===== src/rtl/gslcd_fb_reader.sv =====
// gslcd framebuffer fetch engine: AXI4 INCR read bursts into the pixel FIFO.
// Define GSLCD_FB_READER_RCHECK_EN to enable RRESP/RLAST checking (rd_error).
module gslcd_fb_reader #(
   parameter int C_M00_AXI_ADDR_WIDTH = 32,
   parameter int C_M00_AXI_DATA_WIDTH = 32,
   parameter int C_M00_AXI_ID_WIDTH   = 1,
   parameter int C_M00_AXI_BURST_LEN  = 16,
   parameter int FRAME_WORDS          = 384000
) (
   input  logic                            m00_axi_aclk,
   input  logic                            m00_axi_areset,
   input  logic                            start,
   input  logic                            stop,
   input  logic [C_M00_AXI_ADDR_WIDTH-1:0] fb_base,
   input  logic [15:0]                     fifo_free,
   output logic                            fifo_wr_en,
   output logic [31:0]                     fifo_wr_data,
   output logic                            busy,
   output logic                            frame_done,
   output logic                            rd_error,
   output logic [C_M00_AXI_ID_WIDTH-1:0]   m00_axi_arid,
   output logic [C_M00_AXI_ADDR_WIDTH-1:0] m00_axi_araddr,
   output logic [7:0]                      m00_axi_arlen,
   output logic [2:0]                      m00_axi_arsize,
   output logic [1:0]                      m00_axi_arburst,
   output logic                            m00_axi_arlock,
   output logic [3:0]                      m00_axi_arcache,
   output logic [2:0]                      m00_axi_arprot,
   output logic [3:0]                      m00_axi_arqos,
   output logic                            m00_axi_arvalid,
   input  logic                            m00_axi_arready,
   input  logic [C_M00_AXI_ID_WIDTH-1:0]   m00_axi_rid,
   input  logic [C_M00_AXI_DATA_WIDTH-1:0] m00_axi_rdata,
   input  logic [1:0]                      m00_axi_rresp,
   input  logic                            m00_axi_rlast,
   input  logic                            m00_axi_rvalid,
   output logic                            m00_axi_rready
);

   localparam int AW     = C_M00_AXI_ADDR_WIDTH;
   localparam int NBURST = FRAME_WORDS / C_M00_AXI_BURST_LEN;
   localparam int BTW    = $clog2(C_M00_AXI_BURST_LEN);
   localparam int BCW    = (NBURST > 1) ? $clog2(NBURST) : 1;

   localparam logic [BTW-1:0] BEAT_LAST  = BTW'(C_M00_AXI_BURST_LEN - 1);
   localparam logic [BCW-1:0] BURST_LAST = BCW'(NBURST - 1);
   localparam logic [AW-1:0]  ADDR_STEP  = AW'(C_M00_AXI_BURST_LEN * 4);
   localparam logic [AW-1:0]  ALIGN_MASK = ~AW'(C_M00_AXI_BURST_LEN * 4 - 1);

   typedef enum logic [1:0] {S_IDLE, S_WAIT, S_ADDR, S_DATA} state_t;

   state_t         state_q, state_d;
   logic [AW-1:0]  base_q;
   logic [AW-1:0]  addr_q;
   logic [BTW-1:0] beat_q;
   logic [BCW-1:0] burst_q;
   logic           stop_pend_q;
   logic           err_q;
   logic           r_hs;
   logic           last_beat;
   logic           beat_err;
   logic           unused_r;

   assign m00_axi_arid    = '0;
   assign m00_axi_arlen   = 8'(C_M00_AXI_BURST_LEN - 1);
   assign m00_axi_arsize  = 3'b010;
   assign m00_axi_arburst = 2'b01;
   assign m00_axi_arlock  = 1'b0;
   assign m00_axi_arcache = 4'b0011;
   assign m00_axi_arprot  = 3'b000;
   assign m00_axi_arqos   = 4'b0000;
   assign m00_axi_araddr  = addr_q;
   assign m00_axi_arvalid = (state_q == S_ADDR);
   assign m00_axi_rready  = (state_q == S_DATA);
   assign busy            = (state_q != S_IDLE);
   assign rd_error        = err_q;

   assign r_hs      = m00_axi_rvalid && (state_q == S_DATA);
   assign last_beat = (beat_q == BEAT_LAST);

`ifdef GSLCD_FB_READER_RCHECK_EN
   assign beat_err = (m00_axi_rresp != 2'b00) || (m00_axi_rlast != last_beat);
   assign unused_r = ^m00_axi_rid;
`else
   assign beat_err = 1'b0;
   assign unused_r = ^{m00_axi_rid, m00_axi_rresp, m00_axi_rlast};
`endif

   always_ff @(posedge m00_axi_aclk or posedge m00_axi_areset) begin
      if (m00_axi_areset) state_q <= S_IDLE;
      else                state_q <= state_d;
   end

   always_comb begin
      state_d = state_q;
      unique case (state_q)
         S_IDLE: if (start) state_d = S_WAIT;
         S_WAIT: begin
            if (stop_pend_q || err_q)
               state_d = S_IDLE;
            else if (fifo_free >= 16'(C_M00_AXI_BURST_LEN))
               state_d = S_ADDR;
         end
         S_ADDR: if (m00_axi_arready) state_d = S_DATA;
         S_DATA: if (r_hs && last_beat) state_d = S_WAIT;
         default: state_d = S_IDLE;
      endcase
   end

   always_ff @(posedge m00_axi_aclk or posedge m00_axi_areset) begin
      if (m00_axi_areset) begin
         base_q       <= '0;
         addr_q       <= '0;
         beat_q       <= '0;
         burst_q      <= '0;
         stop_pend_q  <= 1'b0;
         err_q        <= 1'b0;
         fifo_wr_en   <= 1'b0;
         fifo_wr_data <= '0;
         frame_done   <= 1'b0;
      end else begin
         fifo_wr_en <= 1'b0;
         frame_done <= 1'b0;
         if (stop && state_q != S_IDLE) stop_pend_q <= 1'b1;
         if (state_q == S_IDLE && start) begin
            base_q      <= fb_base & ALIGN_MASK;
            addr_q      <= fb_base & ALIGN_MASK;
            beat_q      <= '0;
            burst_q     <= '0;
            stop_pend_q <= 1'b0;
            err_q       <= 1'b0;
         end
         if (state_q == S_WAIT && state_d == S_IDLE) stop_pend_q <= 1'b0;
         if (r_hs) begin
            fifo_wr_en   <= 1'b1;
            fifo_wr_data <= m00_axi_rdata;
            beat_q       <= beat_q + 1'b1;
            if (beat_err) err_q <= 1'b1;
            // Frame wrap restarts from the base latched at start.
            if (last_beat) begin
               beat_q <= '0;
               if (burst_q == BURST_LAST) begin
                  burst_q    <= '0;
                  addr_q     <= base_q;
                  frame_done <= 1'b1;
               end else begin
                  burst_q <= burst_q + 1'b1;
                  addr_q  <= addr_q + ADDR_STEP;
               end
            end
         end
      end
   end

endmodule

===== config.mk =====
export PLATFORM = sky130hd
export DESIGN_NAME = gslcd_fb_reader
export DESIGN_NICKNAME = d
export VERILOG_FILES = /design/src/rtl/gslcd_fb_reader.sv
export SDC_FILE = /design/constraint.sdc
export NUM_CORES = 1
export LEC_CHECK = 0
export ABC_AREA = 1
export BUFFER_PORTS_ARGS = -buffer_cell sky130_fd_sc_hd__buf_2
export CORE_MARGIN = 5
export CORE_UTILIZATION = 40
export CTS_BUF_LIST = sky130_fd_sc_hd__clkbuf_8
export DETAILED_ROUTE_END_ITERATION = 10
export GPL_ROUTABILITY_DRIVEN = 1
export GPL_TIMING_DRIVEN = 0
export PLACE_DENSITY_LB_ADDON = 0.2
export RECOVER_POWER = 100
export SLEW_MARGIN = 40
export SYNTH_ARGS = -nofsm -noshare
export SYNTH_HDL_FRONTEND = slang
export SYNTH_SLANG_ARGS = --single-unit

===== constraint.sdc =====
create_clock -name m00_axi_aclk -period 9.8 [get_ports m00_axi_aclk]
set_clock_uncertainty 0.15 [all_clocks]
set_input_delay 1.96 -clock m00_axi_aclk [delete_from_list [all_inputs] [get_ports m00_axi_aclk]]
set_output_delay 1.96 -clock m00_axi_aclk [all_outputs]
set_load 0.05 [all_outputs]

==> impl_metrics.toml <==
[clock_tree]
insertion_delay_ns = 0.44
htree_levels = 4
cts-hold-fix-buffers = 0
clkSinkCount = 114
clk_path_buf_depth = 2
cts_tree = "yes"
clk_root_buffer_cell = "clkbuf_8"
worst_path_clk_slew_ns = 0.07
cts.repair_timing.setup_buffer_count = 0
cts_inserted_buffers = 17
ctsResizeCount = 0

[min_path]
number_of_instances_on_the_worst_hold_path = 2
type_of_the_most_critical_hold_path = "flip-flop to flip-flop"

[worst_setup_path]
worst-setup-path-type = "input pin to flip-flop"
max_stage_delay_ns = 0.72
setup.worst_path.start_class = "input pin"
crit_end = "m00_axi_araddr[29]"
slowest_stage = "nor2_1"
arrival_time_worst_endpoint_ns = 4.57
rr_startpoint = "state_q[0]"
crit_path_end_kind = "flip-flop"
r2r.worst_path.cells = 9
rrSetupSlack_ns = 6.54
worstPathMaxFanout = 10
reg2reg_to = "m00_axi_araddr[29]"
first_element_of_the_critical_path = "m00_axi_rvalid"
crit_path_cell_trace = "buf_2 -> inv_1 -> nor2_1 -> nand2_1 -> clkbuf_1 -> nor2_1 -> clkbuf_1 -> nand3_1 -> nand2_1 -> inv_1"
cp_data_required_time_ns = 9.98

[drt]
detail_route.drc_violations = 0
finalWirelength_mm = 16.2
first_iter_violations = 373
dr.pass1.iters = 5
drtAntennaViolNets = 0
vias = 5649
via_per_inst = 4.72
drt-wirelength-per-cell_um = 13.5

[global_route]
antenna_found_initial = 1
grt_use_total_pct = 19.0
overflow = 0
number_of_global_route_vias_before_repair = 5470
grt_max_degree = 73
grt_pass1_wl_mm = 27.4

[die]
core.rowCount = 44
die_x_um = 133
initial_core_util_pct = 41.2
die_h_um = 133
coreArea_mm2 = 0.0146
total_die_area_mm2 = 0.0176
io_pins = 186

[finish]
nFillCells = 1593
finish.net_count = 1095
area_of_the_multi_input_gates_mm2 = 0.00260
area.growth.synth_to_final_pct = 23.1
seq_area_mm2 = 0.00285
drive_gt1_share_pct = 14.4

[placed_design]
place.detailed.hpwl_mm = 12.4
io_buffers = 144
pre_cts_ws_ns = 6.26
gp_routability_congestion = 0.905

[outcome]
run_status = "complete, but fails checks"
failed_checks = "capacitance limit, slew limit"

[sta]
worst_setup_slack_after_layout_ns = 5.41
final_max_slew_viol_count = 43
worst_slew_margin_rel_pct = -27.4
timing.final.hold_violations = 0
whs_ns = 0.321
minimum_clock_period_after_layout_ns = 4.39
timing.setup.tns_ns = 0
achievable_freq_ghz = 0.228
final.period_utilization_pct = 44.8
timing.final.setup_violations = 0
rsz_0062_raised_after_global_routing = "no"
max_slew.worst_pin.slew_ns = 1.90

[synthesis]
yosysWarnings = 0
seq_area_frac_synth_pct = 47.3
syn_avg_cell_area_um2 = 7.42
post_synth_instance_area_mm2 = 0.00603
post_synth_num_cell_types = 31
ys_ff_latch = 114
syn-instance-count = 813

[job]
maxCapViolations = 1

[power]
static_leakage_uw = 0.00392
pwr_cell_area_mw_per_mm2 = 344
vdd_ir_drop_max_v = 0.000214
where the power goes:
group | internal, uW | leakage, uW | switching [uW]
combinational | 270 | 0.00229 | 894
clock | 338 | 0.000239 | 190
sequential | 686 | 0.00140 | 176
cells by family after synthesis:
logic type               count (synthesis)  share of synthesized area, %
other                                    2                         0.124
AO/OA/AOI/OAI                           67                          6.39
flip-flops                             114                          47.3
XOR/XNOR                                15                          2.18
buffers and inverters                  131                          10.3
adder cells (fa/ha/maj)                  3                         0.622
AND/OR/NAND/NOR                        481                          33.1
metrics by stage:
stage,area (um2),total power (uW),cells,utilization [%]
detailed placement,7110,2090,1167,48.6
floorplan,6130,1780,838,-
global route,7430,2730,1198,50.7
finish,7430,2550,1198,50.7
CTS,7580,2620,1197,51.8
global placement,7080,2060,1166,48.3
state kept, by name, indices dropped and copies added (netlist names):
signal	flops
base_q	26
state_q	2
burst_q	15
beat_q	4
m00_axi_araddr	32
stop_pend_q	1
fifo_wr_en	1
frame_done	1
fifo_wr_data	32
worst max-delay path, delay by kind of cell:
kind,cells,cell delay (ns)
AND/OR/NAND/NOR,5,1.66
buffers and inverters,5,0.95
final cells by class:
type                    instances  share of cell area (%)
diodes                          1                  0.0337
repair buffers                145                    8.90
inverters                      80                    4.06
clock inverters                11                    2.83
flip-flops and latches        114                    38.4
plain buffers                  51                    4.09
multi-input cells             593                    35.0
well taps                     184                    3.10
clock buffers                  19                    3.52
worst min path at each step:
stage | start | end | slack (ns)
after floorplan | base_q[10] | base_q[10] | 0.29
after global placement | fifo_wr_data[27] | fifo_wr_data[27] | 0.30
after detailed placement | fifo_wr_data[24] | fifo_wr_data[24] | 0.30
after CTS | fifo_wr_data[24] | fifo_wr_data[24] | 0.32
after global routing | base_q[22] | base_q[22] | 0.34
final | fifo_wr_data[23] | fifo_wr_data[23] | 0.32
per-layer routing:
| metal | GRT usage (%) | share of wire [%] | vias up |
|---|---|---|---|
| li1 | - | - | 2890 |
| met1 | 25.8 | 46 | 2555 |
| met2 | 29.6 | 45 | 180 |
| met3 | 5.39 | 7.7 | 24 |
| met4 | 6.00 | 1.8 | 0 |
| met5 | 0 | 0 | - |
cell usage in the layout (no fill, tap or decap), drive strengths merged, types with 4 or more instances in the layout:
master | Yosys | layout
buf | 47 | 111
bufinv | 0 | 6
clkbuf | 4 | 104
conb | 2 | 27
dfrtp | 114 | 114
inv | 80 | 80
nand2 | 298 | 298
nand3 | 60 | 60
nand4 | 15 | 15
nor2 | 100 | 100
nor3 | 5 | 5
o211ai | 14 | 14
o21ai | 44 | 44
o22ai | 4 | 4
xnor2 | 8 | 8
xor2 | 7 | 7
synth_stat cells:
master      n  area, um2
xor2_1      7       61.3
nor3_1      5       25.0
buf_4      27        203
clkbuf_1    4       15.0
nor2_1     94        353
nand3_1    58        290
a21oi_2     1       8.76
buf_2      13       65.1
o22ai_1     4       25.0
nand3_2     2       20.0
a311oi_1    1       8.76
buf_6       2       22.5
o21ai_1    10       50.1
a21oi_1     2       10.0
o21bai_1    1       7.51
ha_1        3       37.5
nor2_2      3       18.8
conb_1      2       7.51
nand2_1   296       1110
nand2_2     2       12.5
dfrtp_1   114       2850
nor2_8      2       40.0
o211ai_1   14        105
xnor2_1     8       70.1
nand4_1    15       93.8
inv_2       1       3.75
nor2_4      1       11.3
o21ai_0    34        170
buf_1       5       18.8
inv_1      79        297
nor4_1      3       18.8
Note: power is estimated with default switching activity, not from simulation.
